## src/rtl/lsu_pkg.sv

```systemverilog
// Shared definitions for the load/store unit: RV32I width encodings and FSM states.
package lsu_pkg;

    localparam logic [2:0] F3_B  = 3'b000;
    localparam logic [2:0] F3_H  = 3'b001;
    localparam logic [2:0] F3_W  = 3'b010;
    localparam logic [2:0] F3_BU = 3'b100;
    localparam logic [2:0] F3_HU = 3'b101;

    typedef enum logic [1:0] {
        IDLE,
        ACCESS,
        RESP
    } lsu_state_t;

endpackage

```

## src/rtl/lsu_align.sv

```systemverilog
// Byte-lane logic for the load/store unit: store lane steering, byte enables,
// load extraction/extension and misaligned or illegal request detection.
module lsu_align
    import lsu_pkg::*;
(
    input  logic        we,
    input  logic [2:0]  funct3,
    input  logic [1:0]  addr_lo,
    input  logic [31:0] wdata,
    input  logic [31:0] rdata,
    output logic [3:0]  byte_enable,
    output logic [31:0] wdata_steered,
    output logic [31:0] rdata_ext,
    output logic        err
);

    logic [31:0] rdata_shifted;
    logic        misaligned;
    logic        illegal;

    always_comb begin
        byte_enable   = 4'b0000;
        wdata_steered = 32'h0;
        rdata_ext     = 32'h0;
        misaligned    = 1'b0;
        illegal       = 1'b0;
        rdata_shifted = rdata >> {addr_lo, 3'b000};

        case (funct3)
            F3_B: begin
                byte_enable   = 4'b0001 << addr_lo;
                wdata_steered = {4{wdata[7:0]}};
                rdata_ext     = {{24{rdata_shifted[7]}}, rdata_shifted[7:0]};
            end
            F3_BU: begin
                rdata_ext     = {24'h0, rdata_shifted[7:0]};
            end
            F3_H: begin
                byte_enable   = 4'b0011 << addr_lo;
                wdata_steered = {2{wdata[15:0]}};
                rdata_ext     = {{16{rdata_shifted[15]}}, rdata_shifted[15:0]};
                misaligned    = addr_lo[0];
            end
            F3_HU: begin
                rdata_ext     = {16'h0, rdata_shifted[15:0]};
                misaligned    = addr_lo[0];
            end
            F3_W: begin
                byte_enable   = 4'b1111;
                wdata_steered = wdata;
                rdata_ext     = rdata_shifted;
                misaligned    = (addr_lo != 2'b00);
            end
            default: begin
                illegal       = 1'b1;
            end
        endcase

        // Unsigned widths only exist for loads.
        if (we && funct3[2]) begin
            illegal = 1'b1;
        end

        err = misaligned | illegal;
    end

endmodule

```

## src/rtl/lsu_ram_master.sv

```systemverilog
// Load/store unit bridging RV32I core memory requests to a word-organised,
// byte-enabled RAM port with a one-request-at-a-time valid/ready response.
module lsu_ram_master
    import lsu_pkg::*;
#(
    parameter int ADDR_WIDTH = 31,
    parameter int DATA_WIDTH = 31
) (
    input  logic                  clk,
    input  logic                  rst,
    input  logic                  clk_en,
    input  logic                  i_req_valid,
    output logic                  o_req_ready,
    input  logic                  i_req_we,
    input  logic [2:0]            i_req_funct3,
    input  logic [ADDR_WIDTH:0]   i_req_addr,
    input  logic [DATA_WIDTH:0]   i_req_wdata,
    output logic                  o_rsp_valid,
    input  logic                  i_rsp_ready,
    output logic [DATA_WIDTH:0]   o_rsp_rdata,
    output logic                  o_rsp_err,
    output logic                  o_read_req,
    output logic [ADDR_WIDTH:0]   o_read_addr,
    input  logic [DATA_WIDTH:0]   i_read_data,
    output logic                  o_write_enable,
    output logic [3:0]            o_byte_enable,
    output logic [ADDR_WIDTH:0]   o_write_addr,
    output logic [DATA_WIDTH:0]   o_write_data
);

    lsu_state_t          state;
    logic                lat_we;
    logic [2:0]          lat_funct3;
    logic [1:0]          lat_addr_lo;
    logic                write_enable_q;

    logic                sel_we;
    logic [2:0]          sel_funct3;
    logic [1:0]          sel_addr_lo;
    logic [3:0]          align_be;
    logic [31:0]         align_wdata;
    logic [31:0]         align_rdata;
    logic                align_err;
    logic [ADDR_WIDTH:0] req_word_addr;

    // The aligner sees the incoming request while idle and the latched one afterwards.
    assign sel_we        = (state == IDLE) ? i_req_we             : lat_we;
    assign sel_funct3    = (state == IDLE) ? i_req_funct3         : lat_funct3;
    assign sel_addr_lo   = (state == IDLE) ? i_req_addr[1:0]      : lat_addr_lo;
    assign req_word_addr = {2'b00, i_req_addr[ADDR_WIDTH:2]};

    assign o_req_ready    = (state == IDLE);
    // A store caught by reset in its access cycle must not land in the RAM.
    assign o_write_enable = write_enable_q & ~rst;

    lsu_align u_align (
        .we            (sel_we),
        .funct3        (sel_funct3),
        .addr_lo       (sel_addr_lo),
        .wdata         (i_req_wdata),
        .rdata         (i_read_data),
        .byte_enable   (align_be),
        .wdata_steered (align_wdata),
        .rdata_ext     (align_rdata),
        .err           (align_err)
    );

    always_ff @(posedge clk) begin
        if (rst) begin
            state          <= IDLE;
            lat_we         <= 1'b0;
            lat_funct3     <= 3'b000;
            lat_addr_lo    <= 2'b00;
            o_rsp_valid    <= 1'b0;
            o_rsp_rdata    <= '0;
            o_rsp_err      <= 1'b0;
            o_read_req     <= 1'b0;
            write_enable_q <= 1'b0;
            o_byte_enable  <= 4'b0000;
            o_read_addr    <= '0;
            o_write_addr   <= '0;
            o_write_data   <= '0;
        end else if (clk_en) begin
            case (state)
                IDLE: begin
                    if (i_req_valid) begin
                        lat_we      <= i_req_we;
                        lat_funct3  <= i_req_funct3;
                        lat_addr_lo <= i_req_addr[1:0];
                        if (align_err) begin
                            state       <= RESP;
                            o_rsp_valid <= 1'b1;
                            o_rsp_err   <= 1'b1;
                            o_rsp_rdata <= '0;
                        end else begin
                            state          <= ACCESS;
                            o_read_req     <= ~i_req_we;
                            write_enable_q <= i_req_we;
                            o_byte_enable  <= i_req_we ? align_be : 4'b0000;
                            o_write_data   <= i_req_we ? align_wdata : '0;
                            o_read_addr    <= req_word_addr;
                            o_write_addr   <= req_word_addr;
                        end
                    end
                end
                ACCESS: begin
                    state          <= RESP;
                    o_read_req     <= 1'b0;
                    write_enable_q <= 1'b0;
                    o_byte_enable  <= 4'b0000;
                    o_write_data   <= '0;
                    o_read_addr    <= '0;
                    o_write_addr   <= '0;
                    o_rsp_valid    <= 1'b1;
                    o_rsp_err      <= 1'b0;
                    o_rsp_rdata    <= lat_we ? '0 : align_rdata;
                end
                RESP: begin
                    if (i_rsp_ready) begin
                        state       <= IDLE;
                        o_rsp_valid <= 1'b0;
                        o_rsp_err   <= 1'b0;
                        o_rsp_rdata <= '0;
                    end
                end
                default: begin
                    state <= IDLE;
                end
            endcase
        end
    end

endmodule

```

## config.mk

```make
export PLATFORM = sky130hd
export DESIGN_NAME = lsu_ram_master
export DESIGN_NICKNAME = d
export VERILOG_FILES = /design/src/rtl/lsu_pkg.sv /design/src/rtl/lsu_align.sv /design/src/rtl/lsu_ram_master.sv
export SDC_FILE = /design/constraint.sdc
export NUM_CORES = 1
export LEC_CHECK = 0
export CAP_MARGIN = 20
export CORE_ASPECT_RATIO = 1.25
export CORE_MARGIN = 4
export CORE_UTILIZATION = 44
export CTS_CLUSTER_DIAMETER = 30
export CTS_CLUSTER_SIZE = 30
export DETAILED_ROUTE_END_ITERATION = 10
export GPL_ROUTABILITY_DRIVEN = 0
export HOLD_SLACK_MARGIN = 0.08
export PLACE_DENSITY = 0.95
export SYNTH_ARGS = -nofsm -noshare
export SYNTH_HDL_FRONTEND = slang
export SYNTH_SLANG_ARGS = --single-unit
```

## constraint.sdc

```tcl
create_clock -name clk -period 5.7 [get_ports clk]
set_input_delay 1.14 -clock clk [delete_from_list [all_inputs] [get_ports clk]]
set_output_delay 1.14 -clock clk [all_outputs]
set_load 0.02 [all_outputs]
```

==> results by stage <==
Finish:
- The number of antenna repair diodes is 0.
- The final layout contains 767 nets.
- Of the cells placed in the final design, the portion with a size suffix greater than 1 is 0.0799.
- The finished layout holds 798 standard cells, fillers aside.
- The area growth from synthesis to final layout is 50.6%.
- The library cell used most frequently in the layout, excluding fill and tap cells, is sky130_fd_sc_hd__clkdlybuf4s50_1.
- In the layout the commonest cells are sky130_fd_sc_hd__clkdlybuf4s50_1, sky130_fd_sc_hd__dfxtp_1, sky130_fd_sc_hd__a22o_1.
- The share of the core filled with cells is 0.675.

Logic synthesis:
- The Yosys step of the flow raised 0 warnings.
- The top flip-flop cell by instance count after synthesis is sky130_fd_sc_hd__dfxtp_1.
- The share of flip-flops with an asynchronous set or reset is 0.
- Synthesis produced a netlist whose cell count is 471.
- The number of flops mapped to enable cells by yosys is 0.
- After synthesis, the cell types taking the most area are sky130_fd_sc_hd__dfxtp_1, sky130_fd_sc_hd__a22o_1, sky130_fd_sc_hd__o2bb2ai_1.
- Counting flops and latches in the post-synthesis netlist gives 110.
- Of all cell types, the one taking the most synthesized area is sky130_fd_sc_hd__dfxtp_1.
- Of the synthesized area, sequential elements account for 0.443.
- The number of unique standard cell types used by synthesis is 58.
- The area fraction of the dominant cell type after synthesis is 0.443.
- A synthesized cell averages approximately 11 sq um.
- The mapped netlist covers 4970 sq um.

Floorplanning:
- The top-level port count is 242.
- The initial utilization of the core area, before any placement, comes to 0.448.
- The die covers 13100 sq um.
- In this run the horizontal extent of the chip is approximately 100 um.
- The placeable core area is 11100 sq um.
- After floorplanning, the core was divided into 43 placement rows.
- The overall die height is 127 um.

Global routing:
- The number of antenna violations at the first check in global routing is 0.
- The global-route wire length before repair is 24.6 mm.
- The number of global-route vias before repair is 4768.
- The maximum number of pins on one net before global-route repair is 54.
- For this run the aggregate overflow at the end of global routing stands at 0.
- In the global route stage, overall resource usage came out at 0.238.

Min path:
- The worst hold path startpoint is o_write_data[31].
- The path type of the worst min-delay path is reg -> reg.

Clock tree:
- The root buffer cell is sky130_fd_sc_hd__clkbuf_16.
- The quantity of hold-fixing buffers added after cts is 0.
- The H-tree was split into 3 levels.
- The post-CTS setup repair buffer count is 0.
- Clock-pin slew was measured on the worst setup and hold paths at roughly 0.07 ns.
- The number of clock buffers added by TritonCTS is 9.
- The clock latency on the worst-skew pair is 0.34 ns.
- The clock tree from TritonCTS is done.
- The buffer levels on the longest clock path is 2.
- Once the clock tree was built, the resizer swapped 0 gates to a different size.
- The clock sink count is 110.

Worst setup path:
- Traced cell by cell, the critical path runs through clkdlybuf4s50_1, nand2b_1, inv_1, clkdlybuf4s50_1.
- The critical path arrival is 2.82 ns.
- The dominant cell type by count on the critical path is sky130_fd_sc_hd__clkdlybuf4s50_1.
- The cell family with the largest share of critical-path delay is buffers and inverters.
- The critical path in this run is classified as in -> out.
- The critical-path cell with the highest stage delay is sky130_fd_sc_hd__clkdlybuf4s50_1.
- The startpoint identified for the worst register-to-register timing path is state[0].
- At the worst endpoint, the required time is 4.56 ns.
- Counting both buffers and inverters, the worst setup path holds a total of 3.
- The highest fanout seen on the critical path is 15.
- The highest cell delay on the worst timing path is 0.70 ns.
- The capturing element type of the critical path is an output pin.
- STA classifies the critical path startpoint as a primary input.
- Setup slack on the worst reg-to-reg path comes out at 2.56 ns.
- The most critical setup path has its startpoint at rst.

Pwr:
- IR analysis of the VDD net gives a maximum drop of about 130 uV.
- Dividing total power by cell area gives a power density of 258 nW/um^2.
- The analysis attributes to cell leakage a power of 2.73 nW.
- The overall power after layout is 0.00193 W.

Timing:
- The final number of hold-violating endpoints is 0.
- The clock skew after layout is roughly 0.0054 ns.
- The time the final worst path needs with I/O delays and setup is about 4.0 ns.
- The final number of setup-violating endpoints is 0.
- The timing-limited maximum frequency is roughly 0.25 GHz.
- The transition time at the pin with the least slew margin is 1.06 ns.
- Setup repair after global routing left no endpoint under its margin.
- The worst relative slew slack is 0.271.
- The sum of negative setup slack is 0 ns.
- The final-report max-slew violation count was 0.
- The share of the cycle needed by the critical path after routing is 0.694.

Routing:
- The final routed wirelength across all metal layers is 16.4 mm.
- The vias after detailed routing is 4768.
- The final routed wire length divided by cell count is slightly above 20 um.
- In the routed design, unresolved DRC markers number 0.
- The first detailed-routing pass took 6 iterations.
- Dividing the detail-routed via count by the number of cells gives 5.97.
- The routed length on met1 is 5.97 mm.
- The remaining antenna violation count after routing is 0.
- The DRC violation total after the first TritonRoute iteration is 319.
- Wire segments on met3 add up to 1.39 mm in the final route.
- The highest metal layer with signal wires is met4.
- The met2 wirelength from detailed routing is 8.42 mm.

Placement:
- Input and output buffers added on the ports amount to 237.
- The sum of net half-perimeters after detailed placement is 12.4 mm.
- After detailed placement, the design holds a cell count of 777.

Flow run:
- Across the run, the number of max-cap violations was 0.

Outcome:
- The flow ran to the end, and the final reports show no timing, DRC or antenna violations.
[report_power, final]
| group | internal [W] | switching, W |
|---|---|---|
| clock network | 0.000354 | 0.000278 |
| logic | 0.000233 | 0.000252 |
| registers | 0.000791 | 0.0000195 |
[state kept, by name, summed over array words and instances, names as in the netlist, 2 cells and up]
register,count
lat_addr_lo,2
o_write_data,32
o_rsp_rdata,32
lat_funct3,3
o_write_addr,30
state,2
o_byte_enable,4
[metrics by stage]
step | area, sq um | setup slack (ns) | hold WS, ns
detailed placement | 7080 | 1.74 | 0.447
finish | 7480 | 1.74 | 0.462
floorplan | 4980 | 3.05 | 0.437
CTS | 7380 | 1.74 | 0.466
global route | 7480 | 1.65 | 0.487
global placement | 7080 | 1.77 | 0.445
[kinds of logic after synthesis]
logic type               after synthesis  share of synthesized area
AND/OR/NAND/NOR                       76                     0.0753
multiplexers                          26                     0.0755
buffers and inverters                 79                     0.0995
adder cells (fa/ha/maj)                4                     0.0101
flip-flops                           110                      0.443
other                                  1                   0.000755
AO/OA/AOI/OAI                        175                      0.296
[per-layer routing]
layer,GRT usage,vias to the layer above
met1,0.268,2303
met4,0.104,0
li1,-,2145
met2,0.422,271
met5,0,-
met3,0.0506,49
[cells in the mapped netlist, types with 2 or more instances]
library cell	instances
sky130_fd_sc_hd__ha_1	4
sky130_fd_sc_hd__o221ai_1	2
sky130_fd_sc_hd__buf_4	39
sky130_fd_sc_hd__a21oi_1	17
sky130_fd_sc_hd__a221oi_1	2
sky130_fd_sc_hd__a22o_1	50
sky130_fd_sc_hd__clkbuf_1	9
sky130_fd_sc_hd__a222oi_1	8
sky130_fd_sc_hd__o2bb2ai_1	34
sky130_fd_sc_hd__mux2i_1	9
sky130_fd_sc_hd__or2_1	2
sky130_fd_sc_hd__o21ai_0	9
sky130_fd_sc_hd__a32o_1	2
sky130_fd_sc_hd__nand2_1	31
sky130_fd_sc_hd__and3_1	2
sky130_fd_sc_hd__nor3b_2	2
sky130_fd_sc_hd__buf_6	4
sky130_fd_sc_hd__a221o_1	16
sky130_fd_sc_hd__a211oi_1	3
sky130_fd_sc_hd__nor3_1	2
sky130_fd_sc_hd__buf_2	17
sky130_fd_sc_hd__dfxtp_1	110
sky130_fd_sc_hd__o21ai_1	3
sky130_fd_sc_hd__mux4_2	7
sky130_fd_sc_hd__a22oi_1	17
sky130_fd_sc_hd__nor2_1	20
sky130_fd_sc_hd__nand2b_1	5
sky130_fd_sc_hd__inv_1	8
sky130_fd_sc_hd__mux2_2	8
[area by class of cell]
cell class	instances	area, sq um
Timing Repair Buffer	243	2480
Multi-Input combinational cell	285	2300
Tap cell	135	169
Sequential cell	110	2200
Clock buffer	11	243
Inverter	9	33.8
Clock inverter	5	57.6
Fill cell	827	3600
[path summary, 6_finish.rpt]
path,endpoint,cells past startpoint
worst max-delay path,o_write_enable,4
worst min-delay path,o_write_data[31],1
worst max register to register,o_rsp_rdata[27],9
worst min register to register,o_write_data[31],1
No activity file was read; power rests on OpenSTA's default activity.
